### config.mk
export PLATFORM = sky130hd
export DESIGN_NAME = i2c_arbiter
export DESIGN_NICKNAME = d
export VERILOG_FILES = /design/src/rtl/i2c_arbiter.sv
export SDC_FILE = /design/constraint.sdc
export NUM_CORES = 1
export LEC_CHECK = 0
export BUFFER_PORTS_ARGS = -buffer_cell sky130_fd_sc_hd__buf_2
export CAP_MARGIN = 0
export CORE_MARGIN = 4
export CORE_UTILIZATION = 30
export CTS_CLUSTER_SIZE = 30
export DETAILED_ROUTE_END_ITERATION = 12
export GPL_TIMING_DRIVEN = 0
export SLEW_MARGIN = 25
export SYNTH_ARGS = -nofsm -noshare
export SYNTH_HDL_FRONTEND = slang
export SYNTH_SLANG_ARGS = --single-unit
### constraint.sdc
create_clock -name wb_clk_i -period 2.7 [get_ports wb_clk_i]
set_input_delay 0.27 -clock wb_clk_i [delete_from_list [all_inputs] [get_ports wb_clk_i]]
set_output_delay 0.27 -clock wb_clk_i [all_outputs]
set_load 0.02 [all_outputs]
### src/rtl/i2c_arbiter.sv
// rtl/i2c_arbiter.sv - round-robin arbiter sharing one i2c_master port; define I2C_ARB_PRIO_EN for fixed priority on requester 0
module i2c_arbiter #(
  parameter int NREQ  = 4,
  parameter int TMO_W = 12
) (
  input  logic              wb_clk_i,
  input  logic              wb_rst_i,
  input  logic [NREQ-1:0]   req_i,
  input  logic [NREQ-1:0]   rw_i,
  input  logic [7*NREQ-1:0] devadr_i,
  input  logic [8*NREQ-1:0] regadr_i,
  input  logic [5*NREQ-1:0] datnum_i,
  output logic [NREQ-1:0]   gnt_o,
  output logic [NREQ-1:0]   done_o,
  output logic              err_o,
  output logic              m_enable_o,
  output logic              m_rw_o,
  output logic [6:0]        m_devadr_o,
  output logic [7:0]        m_regadr_o,
  output logic [4:0]        m_datnum_o,
  input  logic              m_busy_i,
  input  logic              m_deverr_i
);

  localparam int IW = (NREQ > 1) ? $clog2(NREQ) : 1;

  typedef enum logic [1:0] {IDLE, START, RUN, DONE} state_t;

  state_t            state_q, state_d;
  logic [NREQ-1:0]   gnt_q;
  logic [IW-1:0]     ptr_q, gidx_q, pick_idx, cand;
  logic              pick_valid;
  logic [TMO_W-1:0]  tmo_q;
  logic              tmo_max;
  logic              err_q;
  logic [1:0]        busy_sync, deverr_sync;
  logic              busy_s, deverr_s;
  logic              rw_q;
  logic [6:0]        devadr_q;
  logic [7:0]        regadr_q;
  logic [4:0]        datnum_q;
  int                j;

  assign busy_s     = busy_sync[1];
  assign deverr_s   = deverr_sync[1];
  assign tmo_max    = &tmo_q;
  assign gnt_o      = gnt_q;
  assign m_rw_o     = rw_q;
  assign m_devadr_o = devadr_q;
  assign m_regadr_o = regadr_q;
  assign m_datnum_o = datnum_q;

  // bring the master's nclk-domain status flags into wb_clk_i
  always_ff @(posedge wb_clk_i or posedge wb_rst_i) begin
    if (wb_rst_i) begin
      busy_sync   <= 2'b00;
      deverr_sync <= 2'b00;
    end else begin
      busy_sync   <= {busy_sync[0], m_busy_i};
      deverr_sync <= {deverr_sync[0], m_deverr_i};
    end
  end

  // next requester: first set bit after the pointer, wrapping; optionally requester 0 first
  always_comb begin
    pick_valid = 1'b0;
    pick_idx   = '0;
    cand       = '0;
    j          = 0;
`ifdef I2C_ARB_PRIO_EN
    if (req_i[0]) begin
      pick_valid = 1'b1;
    end
`endif
    for (int i = 1; i <= NREQ; i++) begin
      j    = (int'(ptr_q) + i) % NREQ;
      cand = IW'(j);
      if (!pick_valid && req_i[cand]) begin
        pick_valid = 1'b1;
        pick_idx   = cand;
      end
    end
  end

  // state register
  always_ff @(posedge wb_clk_i or posedge wb_rst_i) begin
    if (wb_rst_i) state_q <= IDLE;
    else          state_q <= state_d;
  end

  // next state and handshake outputs
  always_comb begin
    state_d    = state_q;
    m_enable_o = 1'b0;
    done_o     = '0;
    err_o      = 1'b0;
    case (state_q)
      IDLE: if (pick_valid) state_d = START;
      START: begin
        m_enable_o = 1'b1;
        if (busy_s) begin
          m_enable_o = 1'b0;
          state_d    = RUN;
        end else if (tmo_max) begin
          m_enable_o = 1'b0;
          state_d    = DONE;
        end
      end
      RUN: if (!busy_s || tmo_max) state_d = DONE;
      DONE: begin
        done_o  = gnt_q;
        err_o   = err_q;
        state_d = IDLE;
      end
      default: state_d = IDLE;
    endcase
  end

  // grant, descriptor capture, timeout, error latch and pointer update
  always_ff @(posedge wb_clk_i or posedge wb_rst_i) begin
    if (wb_rst_i) begin
      gnt_q    <= '0;
      gidx_q   <= '0;
      ptr_q    <= IW'(NREQ - 1);
      tmo_q    <= '0;
      err_q    <= 1'b0;
      rw_q     <= 1'b0;
      devadr_q <= '0;
      regadr_q <= '0;
      datnum_q <= '0;
    end else begin
      case (state_q)
        IDLE: begin
          tmo_q <= '0;
          if (pick_valid) begin
            gnt_q    <= {{(NREQ-1){1'b0}}, 1'b1} << pick_idx;
            gidx_q   <= pick_idx;
            rw_q     <= rw_i[pick_idx];
            devadr_q <= devadr_i[pick_idx*7 +: 7];
            regadr_q <= regadr_i[pick_idx*8 +: 8];
            datnum_q <= datnum_i[pick_idx*5 +: 5];
          end
        end
        START: begin
          if (busy_s)       tmo_q <= '0;
          else if (tmo_max) err_q <= 1'b1;
          else              tmo_q <= tmo_q + 1'b1;
        end
        RUN: begin
          if (deverr_s || (busy_s && tmo_max)) err_q <= 1'b1;
          if (!tmo_max) tmo_q <= tmo_q + 1'b1;
        end
        DONE: begin
          gnt_q <= '0;
          err_q <= 1'b0;
          tmo_q <= '0;
`ifdef I2C_ARB_PRIO_EN
          if (gidx_q != '0) ptr_q <= gidx_q;
`else
          ptr_q <= gidx_q;
`endif
        end
        default: ;
      endcase
    end
  end

endmodule

== Yosys cells after proc, flatten, opt, wreduce, memory -nomap -nowiden ==
Index checks and enable logic that the tools add are counted.

* Register bits after elaboration: 48
* Input bits: 92
* Output and inout port bits: 31
* Logic and storage cells: 93

* $add $sub $neg: 5
* Multiply operators: 2
* $lt $le $gt $ge: 5
* Equal/unequal tests: 9
* Shift operators: 4
* Multiplexer cells: 37
* Reductions and logical operators: 19

{| class="wikitable"
|+ Operators with widths
! operator !! count
|-
| $pmux W12 S3 || 1
|-
| $shiftx A32 B6 Y8 || 1
|-
| $shiftx A28 B6 Y7 || 1
|-
| $mux W12 || 2
|-
| $shiftx A20 B6 Y5 || 1
|-
| $mux W1 || 16
|-
| $mux W2 || 8
|-
| $lt A2 B3 Y1 const B || 5
|-
| $add A12 B1 Y12 const B || 1
|-
| $reduce_and A12 Y1 || 1
|-
| $bmux W1 S2 || 5
|-
| $mul A2 B3 Y5 const B || 2
|-
| $ne A2 B2 Y1 const B || 5
|-
| $mux W4 || 2
|-
| $pmux W2 S4 || 1
|-
| $pmux W4 S2 || 1
|-
| $add A2 B1 Y2 const B || 2
|-
| $add A2 B2 Y2 const B || 2
|-
| $eq A2 B2 Y1 const B || 2
|-
| $logic_and A1 B1 Y1 || 4
|-
| $logic_not A1 Y1 || 4
|-
| $reduce_and A2 Y1 || 2
|-
| $reduce_and A4 Y1 || 1
|-
| $shl A1 B2 Y4 const A || 1
|-
| other kinds (9) || 10
|}

== Depth between registers and ports, before layout ==
* Depth in word-level cells: 16
* Mapped depth: 7
* Gate-level depth less buffers: 7

== Least setup slack after synthesis ==
OpenSTA, ideal clock, no wires.

* Path type: register to register
* From: register state_q[0]
* To: register state_q[1]
* Setup time: 128 ps
* Data arrival time: 1718 ps
* Data required time: 2572 ps
* Setup slack: 854 ps
* Cell stages (with the launch flop): 7
* Period minus slack after synthesis: 1846 ps
* Cell sequence: dfrtp_1 -> inv_1 -> ha_1 -> inv_1 -> nor4b_2 -> o21bai_2 -> mux2_1

* Longest elaborated chain between the ends: 3

{| class="wikitable"
|+ Ends and longest elaborated chain
! what !! line !! RTL
|-
| start, declared || 29 || <nowiki>state_t state_q, state_d;</nowiki>
|-
| start signal, assigned || 88 || <nowiki>else state_q <= state_d;</nowiki>
|-
| $eq A2 B1 Y1, or another cell as far along || 97 || <nowiki>case (state_q)</nowiki>
|-
| $ne A3 B3 Y1 (no source line) / $ne A2 B2 Y1 (equally long branches) || n/a ||
|-
| $reduce_and A3 Y1 (no source line) || n/a ||
|}

Several ways; a longest one is shown, not always the timed one.
A chain may end at the register's enable or synchronous reset.

== Final worst setup path ==
* From: register tmo_q[0]
* To: output m_enable_o

* Longest elaborated chain between the ends: 4

{| class="wikitable"
|+ Ends and longest elaborated chain
! what !! line !! RTL
|-
| start, declared || 33 || <nowiki>logic [TMO_W-1:0] tmo_q;</nowiki>
|-
| start signal, assigned || 147 || <nowiki>else tmo_q <= tmo_q + 1'b1;</nowiki>
|-
| start signal, assigned || 151 || <nowiki>if (!tmo_max) tmo_q <= tmo_q + 1'b1;</nowiki>
|-
| $reduce_and A12 Y1 || 46 || <nowiki>assign tmo_max = &tmo_q;</nowiki>
|-
| $mux W1 || 104 || <nowiki>end else if (tmo_max) begin</nowiki>
|-
| $mux W1 || 101 || <nowiki>if (busy_s) begin</nowiki>
|-
| $mux W1 || 97 ||
|-
| end, declared || 16 || <nowiki>output logic m_enable_o,</nowiki>
|}

No other way between the ends.

==> results.yml <==
flow_run:
  drv_cap: 0
logic_synthesis:
  ys_seq_elements: 48
  synthTopCellsByArea: "dfrtp_1, mux2i_1, o221ai_1, nand2_1, buf_12"
  syn_nets: 359
  synth_top_area_share_pct: 41.20
  syn_area_per_cell_um2: 10.70
  synth_top_area_cell: "dfrtp_1"
  synthFlopType: "dfrtp_1"
  async_reset_ff_share_pct: 100.0
  yosysWarnings: 0
  yosys-top-cells-count: "dfrtp_1, mux2i_1, nand2_1, o221ai_1, a21oi_1"
  synth-edff-count: 0
  synth_cell_types: 48
  syn_area_um2: 2794
  synth_most_common_cell: "dfrtp_1"
  postSynthCellCount: 261
  ys_seq_area_share_pct: 43.08
global_routing:
  antenna_found_initial: 0
  grt_usage_pct: 13.66
  grt_pass1_vias: 2405
  grt_max_degree: 49
  grt_pass1_wl_um: 12120
  overflow: 0
finish:
  diodes: 0
  nNetsFinal: 488
  area_growth_pct: 30.63
  final_util_pct: 41.05
  drive_gt1_share_pct: 38.62
die:
  initial_core_util_pct: 31.42
  io_pins: 123
  die_x_um: 104.5
  rows: 34
  core_um2: 8891
  die_h_um: 104.5
  die_area_um2: 10920
sta:
  slew_viol_final: 0
  rsz0062_at_grt: "false"
  finalSetupTns_ps: 0
  finalClockSkew_ps: 8.790
  fin_ws_ps: 461.3
  max_freq_mhz: 446.7
  setup_viol: 0
  finalHoldViolations: 0
  tightest_slew_ps: 601.7
  fin_crit_ps: 2239
  slew_headroom_pct: 59.88
  fin_crit_sh_pct: 82.92
critical_path:
  crit_family: "simple AND/OR/NAND/NOR gates"
  worst-path-stages: 5
  rrSetupSlack_ps: 540
  critical_path_buf_inv_count: 1
  crit_path_cell_trace: "ha_1, nand3_2, nor4_4, nor3_1, buf_2"
  critical_path.max_fanout: 9
  crit_type: "register to output port"
  worst_setup_path_end_kind: "output port"
  r2r_start: "state_q[0]"
  cp.required_ps: 2430
  critical-path-max-stage-delay_ps: 590
  startpoint_type: "register"
  crit_arrival_ps: 1970
  timing.rr.end: "state_q[1]"
  r2r_cells: 6
  crit_slowest_cell: "nor4_4"
detailed_routing:
  wl_um: 7698
  via_per_inst: 4.948
  first_pass_iters: 4
  drc: 0
  ant_nets: 0
  post_drt_wl_per_cell_um: 15.43
  vias: 2469
  dr.first_iter.drc_count: 99
placement:
  hpwl_um: 6067
  gp_congestion: 0.7634
  port_buffers: 122
  dp_slack_ps: 561.6
cts:
  cts_resized: 0
  cts_setup_buffers: 0
  numCtsBuffers: 5
  clkTransAtPathRegs_ps: 80
  cts_root_buf: "clkbuf_8"
  cts_tree: "done"
  htree_levels: 2
  cts_sinks: 48
  cts_hold_buf: 0
  clk-insertion-delay-late_ps: 300
  cts_buffer_depth: 2
min_path:
  hold_path.class: "input port to asynchronous set/reset pin"
status:
  status: "finished, final reports clean"
pwr:
  peakVddDrop_mv: 0.4438
  power_density_nw_per_um2: 968.9
  leakagePower_nw: 1.841
-- metrics by stage --
| step | area, um2 | instances | total power, mW | hold WS, ps |
|---|---|---|---|---|
| floorplan | 2794 | 261 | 2.485 | 301.4 |
| global placement | 3540 | 491 | 3.021 | 335.8 |
| detailed placement | 3542 | 491 | 3.065 | 336.5 |
| CTS | 3650 | 499 | 3.594 | 59.33 |
| global route | 3650 | 499 | 3.803 | 56.30 |
| finish | 3650 | 499 | 3.536 | 39.90 |
-- how the worst max path moves through the flow --
stage	end	start
after floorplan	state_q[1]	state_q[0]
after global placement	state_q[1]	state_q[0]
after CTS	m_enable_o	tmo_q[0]
after detailed placement	m_regadr_o[1]	req_i[2]
after global routing	m_enable_o	tmo_q[0]
final	m_enable_o	tmo_q[0]
-- area by class of cell --
type	count	area, um2
multi-input cells	193	1445
repair buffers	122	610.6
plain buffers	13	118.9
well taps	108	135.1
fillers	878	5241
inverters	7	28.78
clock inverters	2	35.03
flip-flops and latches	48	1204
clock buffers	6	72.57
-- cell families (layout without fill, tap and decap cells) --
| group | after synthesis | in the layout | synth area share, % |
|---|---|---|---|
| buffers and inverters | 20 | 150 | 5.195 |
| flip-flops | 48 | 48 | 43.08 |
| multiplexers | 47 | 47 | 16.97 |
| XOR/XNOR | 4 | 4 | 1.254 |
| AO/OA/AOI/OAI | 57 | 57 | 15.81 |
| AND/OR/NAND/NOR | 79 | 79 | 15.00 |
| adder cells (fa/ha/maj) | 6 | 6 | 2.687 |
-- per-layer routing --
layer	GRT usage (%)	routed length (um)	share of wire, %	vias up
li1	-	-	-	1218
met1	18.29	3444	45	1191
met2	22.42	3867	50	53
met3	2.483	289	3.8	7
met4	4.274	96	1.2	0
met5	0	0	0	-
-- where the power goes --
| part | total (mW) | internal (mW) | switching, mW |
|---|---|---|---|
| Clock | 0.517 | 0.275 | 0.242 |
| Combinational | 1.87 | 0.792 | 1.07 |
| Sequential | 1.15 | 0.986 | 0.167 |
| Total | 3.54 | 2.05 | 1.48 |
-- cell usage in the layout, fill, tap and decap left out, types with 3 or more instances in the layout --
cell type	netlist	routed
clkbuf_8	0	5
inv_1	7	6
o221ai_1	21	21
and2_1	5	5
mux2i_1	44	44
and3_1	3	3
buf_12	4	4
buf_2	1	123
nor3_1	5	5
o21ai_1	7	7
nor2_1	10	10
nand2_1	35	35
dfrtp_1	46	46
a21oi_1	11	11
ha_1	6	6
o31ai_1	3	3
clkbuf_1	7	8
xnor2_1	3	3
-- registers in the layout, indices dropped and copies added (netlist names), 4 cells and up --
name / count
tmo_q: 12
gnt_o: 4
m_devadr_o: 7
m_regadr_o: 8
m_datnum_o: 5
Note: power is estimated with default switching activity, not from simulation.
